--- config.mk ---
export PLATFORM = sky130hd
export DESIGN_NAME = pc_fetch_unit
export DESIGN_NICKNAME = d
export VERILOG_FILES = /design/src/rtl/pc_fetch_unit.sv
export SDC_FILE = /design/constraint.sdc
export NUM_CORES = 1
export LEC_CHECK = 0
export CAP_MARGIN = 20
export CORE_MARGIN = 5
export CORE_UTILIZATION = 39
export DETAILED_ROUTE_END_ITERATION = 7
export GPL_ROUTABILITY_DRIVEN = 0
export PLACE_DENSITY_LB_ADDON = 0.2
export SLEW_MARGIN = 20
export SYNTH_ARGS = -nofsm -noshare
export SYNTH_HDL_FRONTEND = slang
export SYNTH_SLANG_ARGS = --single-unit
export TNS_END_PERCENT = 50
--- constraint.sdc ---
create_clock -name clk -period 2.5 [get_ports clk]
set_clock_uncertainty 0.1 [all_clocks]
set_input_delay 0.5 -clock clk [delete_from_list [all_inputs] [get_ports clk]]
set_output_delay 0.5 -clock clk [all_outputs]
set_load 0.02 [all_outputs]
--- src/rtl/pc_fetch_unit.sv ---
// Program-counter and instruction-fetch controller feeding if_stage.
// Keeps a single outstanding imem request and holds the returned word with its PC and PC+4.
// Branch/trap redirects flush the held word and any in-flight fetch.
module pc_fetch_unit #(
  parameter logic [31:0] RESET_PC = 32'h0000_0000
) (
  input  logic        clk,
  input  logic        rst_n,
  input  logic        stall_i,
  input  logic        branch_taken_i,
  input  logic [31:0] branch_target_i,
  input  logic        trap_i,
  input  logic [31:0] trap_target_i,
  output logic        imem_req_o,
  output logic [31:0] imem_addr_o,
  input  logic        imem_gnt_i,
  input  logic        imem_rvalid_i,
  input  logic [31:0] imem_rdata_i,
  output logic        valid_o,
  output logic [31:0] pc_o,
  output logic [31:0] pc_plus_4_o,
  output logic [31:0] instruction_o,
  output logic        misaligned_o
);

  localparam logic [1:0]  S_REQ  = 2'd0;
  localparam logic [1:0]  S_WAIT = 2'd1;
  localparam logic [1:0]  S_DROP = 2'd2;
  localparam logic [31:0] NOP    = 32'h0000_0013;

  logic [1:0]  r_state,    w_state_d;
  logic [31:0] r_fetch_pc, w_fetch_pc_d;
  logic        r_valid,    w_valid_d;
  logic [31:0] r_pc;
  logic [31:0] r_pc_plus_4;
  logic [31:0] r_instr;
  logic        r_misaligned;

  logic        w_redirect;
  logic [31:0] w_target_raw;
  logic [31:0] w_target;
  logic        w_req;
  logic        w_load;

  // Redirect decode: trap outranks branch; target is word-aligned by dropping bits [1:0].
  always_comb begin
    w_redirect   = trap_i | branch_taken_i;
    w_target_raw = trap_i ? trap_target_i : branch_target_i;
    w_target     = {w_target_raw[31:2], 2'b00};
    // Only fetch when the output slot will be free, so a returning word never finds it occupied.
    w_req        = (r_state == S_REQ) && !w_redirect && (!r_valid || !stall_i);
    w_load       = (r_state == S_WAIT) && imem_rvalid_i && !w_redirect;
  end

  // Next fetch state and fetch PC.
  always_comb begin
    w_state_d    = r_state;
    w_fetch_pc_d = r_fetch_pc;
    case (r_state)
      S_REQ: begin
        if (w_redirect) begin
          w_fetch_pc_d = w_target;
        end else if (w_req && imem_gnt_i) begin
          w_state_d = S_WAIT;
        end
      end
      S_WAIT: begin
        if (w_redirect) begin
          w_fetch_pc_d = w_target;
          // Stale word still owed by memory unless it returns this very cycle.
          w_state_d    = imem_rvalid_i ? S_REQ : S_DROP;
        end else if (imem_rvalid_i) begin
          w_fetch_pc_d = r_fetch_pc + 32'd4;
          w_state_d    = S_REQ;
        end
      end
      S_DROP: begin
        if (w_redirect) begin
          w_fetch_pc_d = w_target;
        end
        if (imem_rvalid_i) begin
          w_state_d = S_REQ;
        end
      end
      default: w_state_d = S_REQ;
    endcase
  end

  // Output-slot occupancy: flush beats stall, reload beats consumption.
  always_comb begin
    w_valid_d = r_valid;
    if (w_redirect) begin
      w_valid_d = 1'b0;
    end else if (w_load) begin
      w_valid_d = 1'b1;
    end else if (r_valid && !stall_i) begin
      w_valid_d = 1'b0;
    end
  end

  // Control state registers.
  always_ff @(posedge clk or negedge rst_n) begin
    if (!rst_n) begin
      r_state      <= S_REQ;
      r_fetch_pc   <= RESET_PC;
      r_valid      <= 1'b0;
      r_misaligned <= 1'b0;
    end else begin
      r_state      <= w_state_d;
      r_fetch_pc   <= w_fetch_pc_d;
      r_valid      <= w_valid_d;
      r_misaligned <= w_redirect && (w_target_raw[1:0] != 2'b00);
    end
  end

  // Output data register, loaded when a live word returns.
  always_ff @(posedge clk or negedge rst_n) begin
    if (!rst_n) begin
      r_pc        <= 32'h0000_0000;
      r_pc_plus_4 <= 32'h0000_0000;
      r_instr     <= NOP;
    end else if (w_load) begin
      r_pc        <= r_fetch_pc;
      r_pc_plus_4 <= r_fetch_pc + 32'd4;
      r_instr     <= imem_rdata_i;
    end
  end

  assign imem_req_o    = w_req;
  assign imem_addr_o   = r_fetch_pc;
  assign valid_o       = r_valid;
  assign pc_o          = r_pc;
  assign pc_plus_4_o   = r_pc_plus_4;
  assign instruction_o = r_instr;
  assign misaligned_o  = r_misaligned;

endmodule

; Word-level counts from Yosys, hierarchy flattened
; Index checks and enable logic that the tools add are counted.
[classes]
n_reduce_logical = 18
multipliers = 0
n_div = 0
n_shift = 0
eq_ne = 6
bitwise_logic = 1
n_mux = 14
magnitude_cmp = 0
n_addsub = 1
[ops]
columns = operator, n
row1 = $mux 32, 4
row2 = $pmux 32 s2, 1
row3 = $add 32x3->32 const B, 1
row4 = $mux 2, 5
row5 = $logic_and 1x1->1, 7
row6 = $pmux 2 s3, 1
row7 = $ne 2x1->1 const B, 2
row8 = $reduce_bool 2->1, 2
row9 = $logic_not 1->1, 3
row10 = $mux 1, 3
row11 = $ne 3x3->1 const B, 1
row12 = $reduce_and 3->1, 1
row13 = $reduce_bool 3->1, 1
row14 = $eq 2x1->1 const B, 1
row15 = $eq 2x2->1 const B, 1
row16 = $logic_not 2->1, 1
row17 = $ne 2x2->1 const B, 1
row18 = $reduce_and 2->1, 1
row19 = $reduce_or 2->1, 1
row20 = $logic_or 1x1->1, 1
row21 = $or 1x1->1, 1
[totals]
mem_bits_rw = 0
rom_bits = 0
mem_count = 0
output_inout_bits = 131
latch_bits = 0
input_bits = 103
register_bits = 132

; Logic depth before layout (Yosys ltp)
[logic_depth]
word_depth = 8
ltp_mapped = 8

; Least setup slack after synthesis
; No wires, ideal clock.
[synth_path]
kind = input-to-output
start = input trap_i
end = output imem_req_o
required_ns = 1.900
arrival_time_ns = 1.624
path_stages = 3
slack_ns = 0.276
path_cell_list = clkbuf_1 or3_1 nor3b_1
[synth_between]
elab_chain_cells = 4
[synth_rtl]
columns = element, line_no
row1 = from (decl), 12  ; input logic trap_i,
row2 = $or 1x1->1, 47  ; w_redirect = trap_i | branch_taken_i;
row3 = $logic_not 1->1, 51  ; w_req = (r_state == S_REQ) && !w_redirect && (!r_valid || !stall_i);
row4 = $logic_and 1x1->1 (2 in series), 51
row5 = to (decl), 14  ; output logic imem_req_o,
; No other way between the ends.

; Worst setup path in the final report
[layout_path]
start = input branch_taken_i
end = output imem_req_o
[layout_between]
elab_chain_cells = 4
[layout_rtl]
columns = element, line_no
row1 = from (decl), 10  ; input logic branch_taken_i,
row2 = $or 1x1->1, 47
row3 = $logic_not 1->1, 51
row4 = $logic_and 1x1->1 (2 in series), 51
; No other way between the ends.

==> key figures <==
Yosys
  • Top-count cell post-synth: nand2_1
  • Yosys warning count: 0
  • Seq/Total Area, Yosys: 50.8%
  • Avg Cell Area, Syn: 8.86 µm²
  • Number of enable flip-flop cells after synthesis: 0
  • Top post-synthesis cells by area: dfrtp_1, nand2_1, mux2i_1, o21ai_0, mux2_2
  • Mapped Area: 6220 µm²
  • Flops & latches, synth: 126
  • Gate Count Post-Synth: 702
  • Ys async rst share: 100%
  • Post-synth top cells: nand2_1, dfrtp_1, o21ai_0
  • Cell taking the most area after synthesis: dfrtp_1
  • Main flop type after synthesis: dfrtp_1
  • Post-synth top area share: 49.5%
  • Yosys cell types: 54

GRT
  • Vias in the first global route: 5664
  • Largest net degree at the start of global routing: 57
  • Grt total ovfl: 0
  • First-pass GRT wire length: 30.0 mm
  • Antenna violations before repair: 1
  • Total GRT Usage: 20.8%

STA
  • Max Slew Vio Count: 0
  • Final hold vios: 0
  • Slew headroom: 61.4%
  • RSZ-0062 raised after global routing: no
  • Fin crit period: 2.39 ns
  • Worst Tran Pin Value: 0.579 ns
  • Final worst-path cycle share: 95.7%
  • Final Setup Violations: 0
  • Setup_tns: 0 ns
  • Hold_ws: 0.353 ns
  • Maximum clock rate: 418 MHz

Clock network
  • CTS Buf Count: 17
  • CTS tree: done
  • Depth of the CTS H-tree: 4
  • Worst-path clk slew: 0.05 ns
  • Clk_lat worst skew: 0.41 ns
  • Clock Sinks: 126
  • CTS Buffer Depth: 2
  • Root Driver: clkbuf_16
  • Post-CTS Setup Bufs: 0

Power
  • Total power: 0.00730 W
  • Leak pwr: 4.27 nW
  • Peak supply drop: 0.455 mV
  • Psw: 0.00224 W
  • Comb pwr share: 29.6%
  • Seq pwr share: 37.0%
  • Internal power: 0.00506 W
  • Sw Share: 30.7%
  • Clock share of power: 33.4%
  • Power density over cell area: 765 nW/µm²

Route
  • DRC Markers: 0
  • Via count: 5714
  • DRT iter0 DRCs: 344
  • Met3 wire length: 1.77 mm
  • WL/cell: 16.2 µm
  • ANT nets after route: 0
  • Metal2 WL: 8.78 mm
  • DR top layer: met5
  • Pre-Repair DR Iteration Count: 4
  • DRT Wirelength: 19.0 mm
  • Wl on met1: 8.14 mm
  • Vias per cell: 4.89

Die
  • Core box area: 15800 µm²
  • Die Y: 136 µm
  • Die Wd: 136 µm
  • Die area: 18600 µm²
  • Effective utilization at floorplan: 39.4%
  • Rows: 46
  • Top Ports: 234

Setup path
  • CP max FO: 2
  • Worst EP arrival: 1.79 ns
  • CP max stage cell: clkdlybuf4s50_1
  • Crit end category: primary output
  • Critical path startpoint: branch_taken_i
  • Flop2flop setup slack: 0.23 ns
  • Buf+Inv Stages, Crit Path: 2
  • CP top delay family: buffers and inverters
  • RR Startpoint: imem_addr_o[2]
  • CP Launch Type: input pin
  • Critical Path RT: 1.90 ns
  • Setup crit end: imem_req_o
  • Crit-path max cell delay: 0.41 ns
  • Critical R2R Capture: pc_plus_4_o[28]
  • CP Class: in -> out
  • Worst reg2reg path depth: 6
  • Critical path cell sequence: clkdlybuf4s50_1 > or3_1 > nor3b_1 > dlygate4sd2_1
  • WP depth: 4

Place
  • Post-Place Cells: 1135
  • HPWL after DPL: 13.7 mm
  • Post-DP Area: 8950 µm²
  • I/O Buffers: 227

Layout
  • Antenna diode count: 0
  • Syn-to-layout area delta: 53.4%
  • Fin area: 9540 µm²
  • FILL cells: 1436
  • Fin cells: 1168
  • Layout cells sized above 1: 11.3%
  • Nets: 1043

Worst hold path
  • Worst Hold Class: reg -> reg
  • WHS Path Cells: 2

Job
  • Maximum Capacitance Violations: 0

Outcome
  • Status: finished clean
[cell families (layout without fill, tap and decap cells)]
logic type               Yosys count  after routing  share of synthesized area (%)
flip-flops                       126            126                           50.8
buffers and inverters             59            304                           4.39
multiplexers                      32             32                           5.43
adder cells (fa/ha/maj)            1              1                          0.201
AO/OA/AOI/OAI                    106            106                           10.3
other                              1              6                         0.0603
XOR/XNOR                          23             23                           3.24
AND/OR/NAND/NOR                  354            354                           25.6
[worst min-delay path: stages (launching register included)]
cell     delay, ns
dfstp_2       0.36
nand2_1       0.05
nand2_1       0.04
[power by group through the flow]
stage / registers [W] / clock network, W / logic [W]
3_3_place_gp: 0.00272 / 0 / 0.00217
4_1_cts: 0.00271 / 0.00250 / 0.00219
5_1_grt: 0.00276 / 0.00258 / 0.00233
3_5_place_dp: 0.00273 / 0 / 0.00218
2_1_floorplan: 0.00316 / 0 / 0.000539
6_report: 0.00270 / 0.00244 / 0.00216
[final cells by class]
cell class | count | area [µm²] | share of cell area (%)
repair buffers | 270 | 2690 | 28.2
multi-input cells | 522 | 2830 | 29.7
clock buffers | 25 | 495 | 5.19
clock inverters | 7 | 87.6 | 0.918
well taps | 216 | 270 | 2.83
inverters | 2 | 7.51 | 0.0787
flip-flops and latches | 126 | 3160 | 33.1
[metrics by stage]
stage          setup slack [ns]  util [%]
6_report                  0.108      60.5
5_1_grt                  0.0279      60.5
4_1_cts                  0.0938      60.5
3_5_place_dp             -0.196      56.7
3_3_place_gp             -0.151      56.7
2_1_floorplan             0.276         -
[per-layer routing]
metal	GRT usage [%]	up-vias
met3	8.73	21
met2	33.3	181
met1	25.9	2669
met4	5.71	2
li1	-	2841
met5	0	-
[placed cells by master (no fill, tap or decap), drive strengths merged, types with 2 or more instances in the layout]
cell	instances
nand2	245
clkdlybuf4s50	224
dfrtp	123
buf	44
o21ai	38
nand3	31
a21oi	29
clkbuf	25
nor2	24
mux2i	18
xor2	15
mux2	14
nor3	13
nand4	13
o22ai	11
xnor2	8
a2bb2oi	6
conb	6
and3	6
or3	4
and4	4
clkinv	4
o311ai	4
nor4	4
nor2b	3
a211oi	3
a31oi	3
o22a	3
dfstp	3
and2	3
inv	2
a22o	2
or4	2
bufinv	2
[flip-flops by register name (all words and copies together) (netlist names)]
register / count
valid_o: 1
pc_o: 30
r_state: 2
imem_addr_o: 30
instruction_o: 32
pc_plus_4_o: 30
misaligned_o: 1
[timing repair]
item / 4_1_cts / 5_1_grt
hold buffers: 1 / 0
setup endpoints to repair: 1 / 0
hold endpoints to repair: 52 / 0
gates resized for setup: 1 / 0
[worst min path at each step]
stage                          start          endpoint
CTS                 instruction_o[1]  instruction_o[1]
global route        instruction_o[0]  instruction_o[0]
finish              instruction_o[1]  instruction_o[1]
floorplan                      rst_n   imem_addr_o[10]
global placement    instruction_o[0]  instruction_o[0]
detailed placement  instruction_o[1]  instruction_o[1]
(Power assumes the default switching activity.)
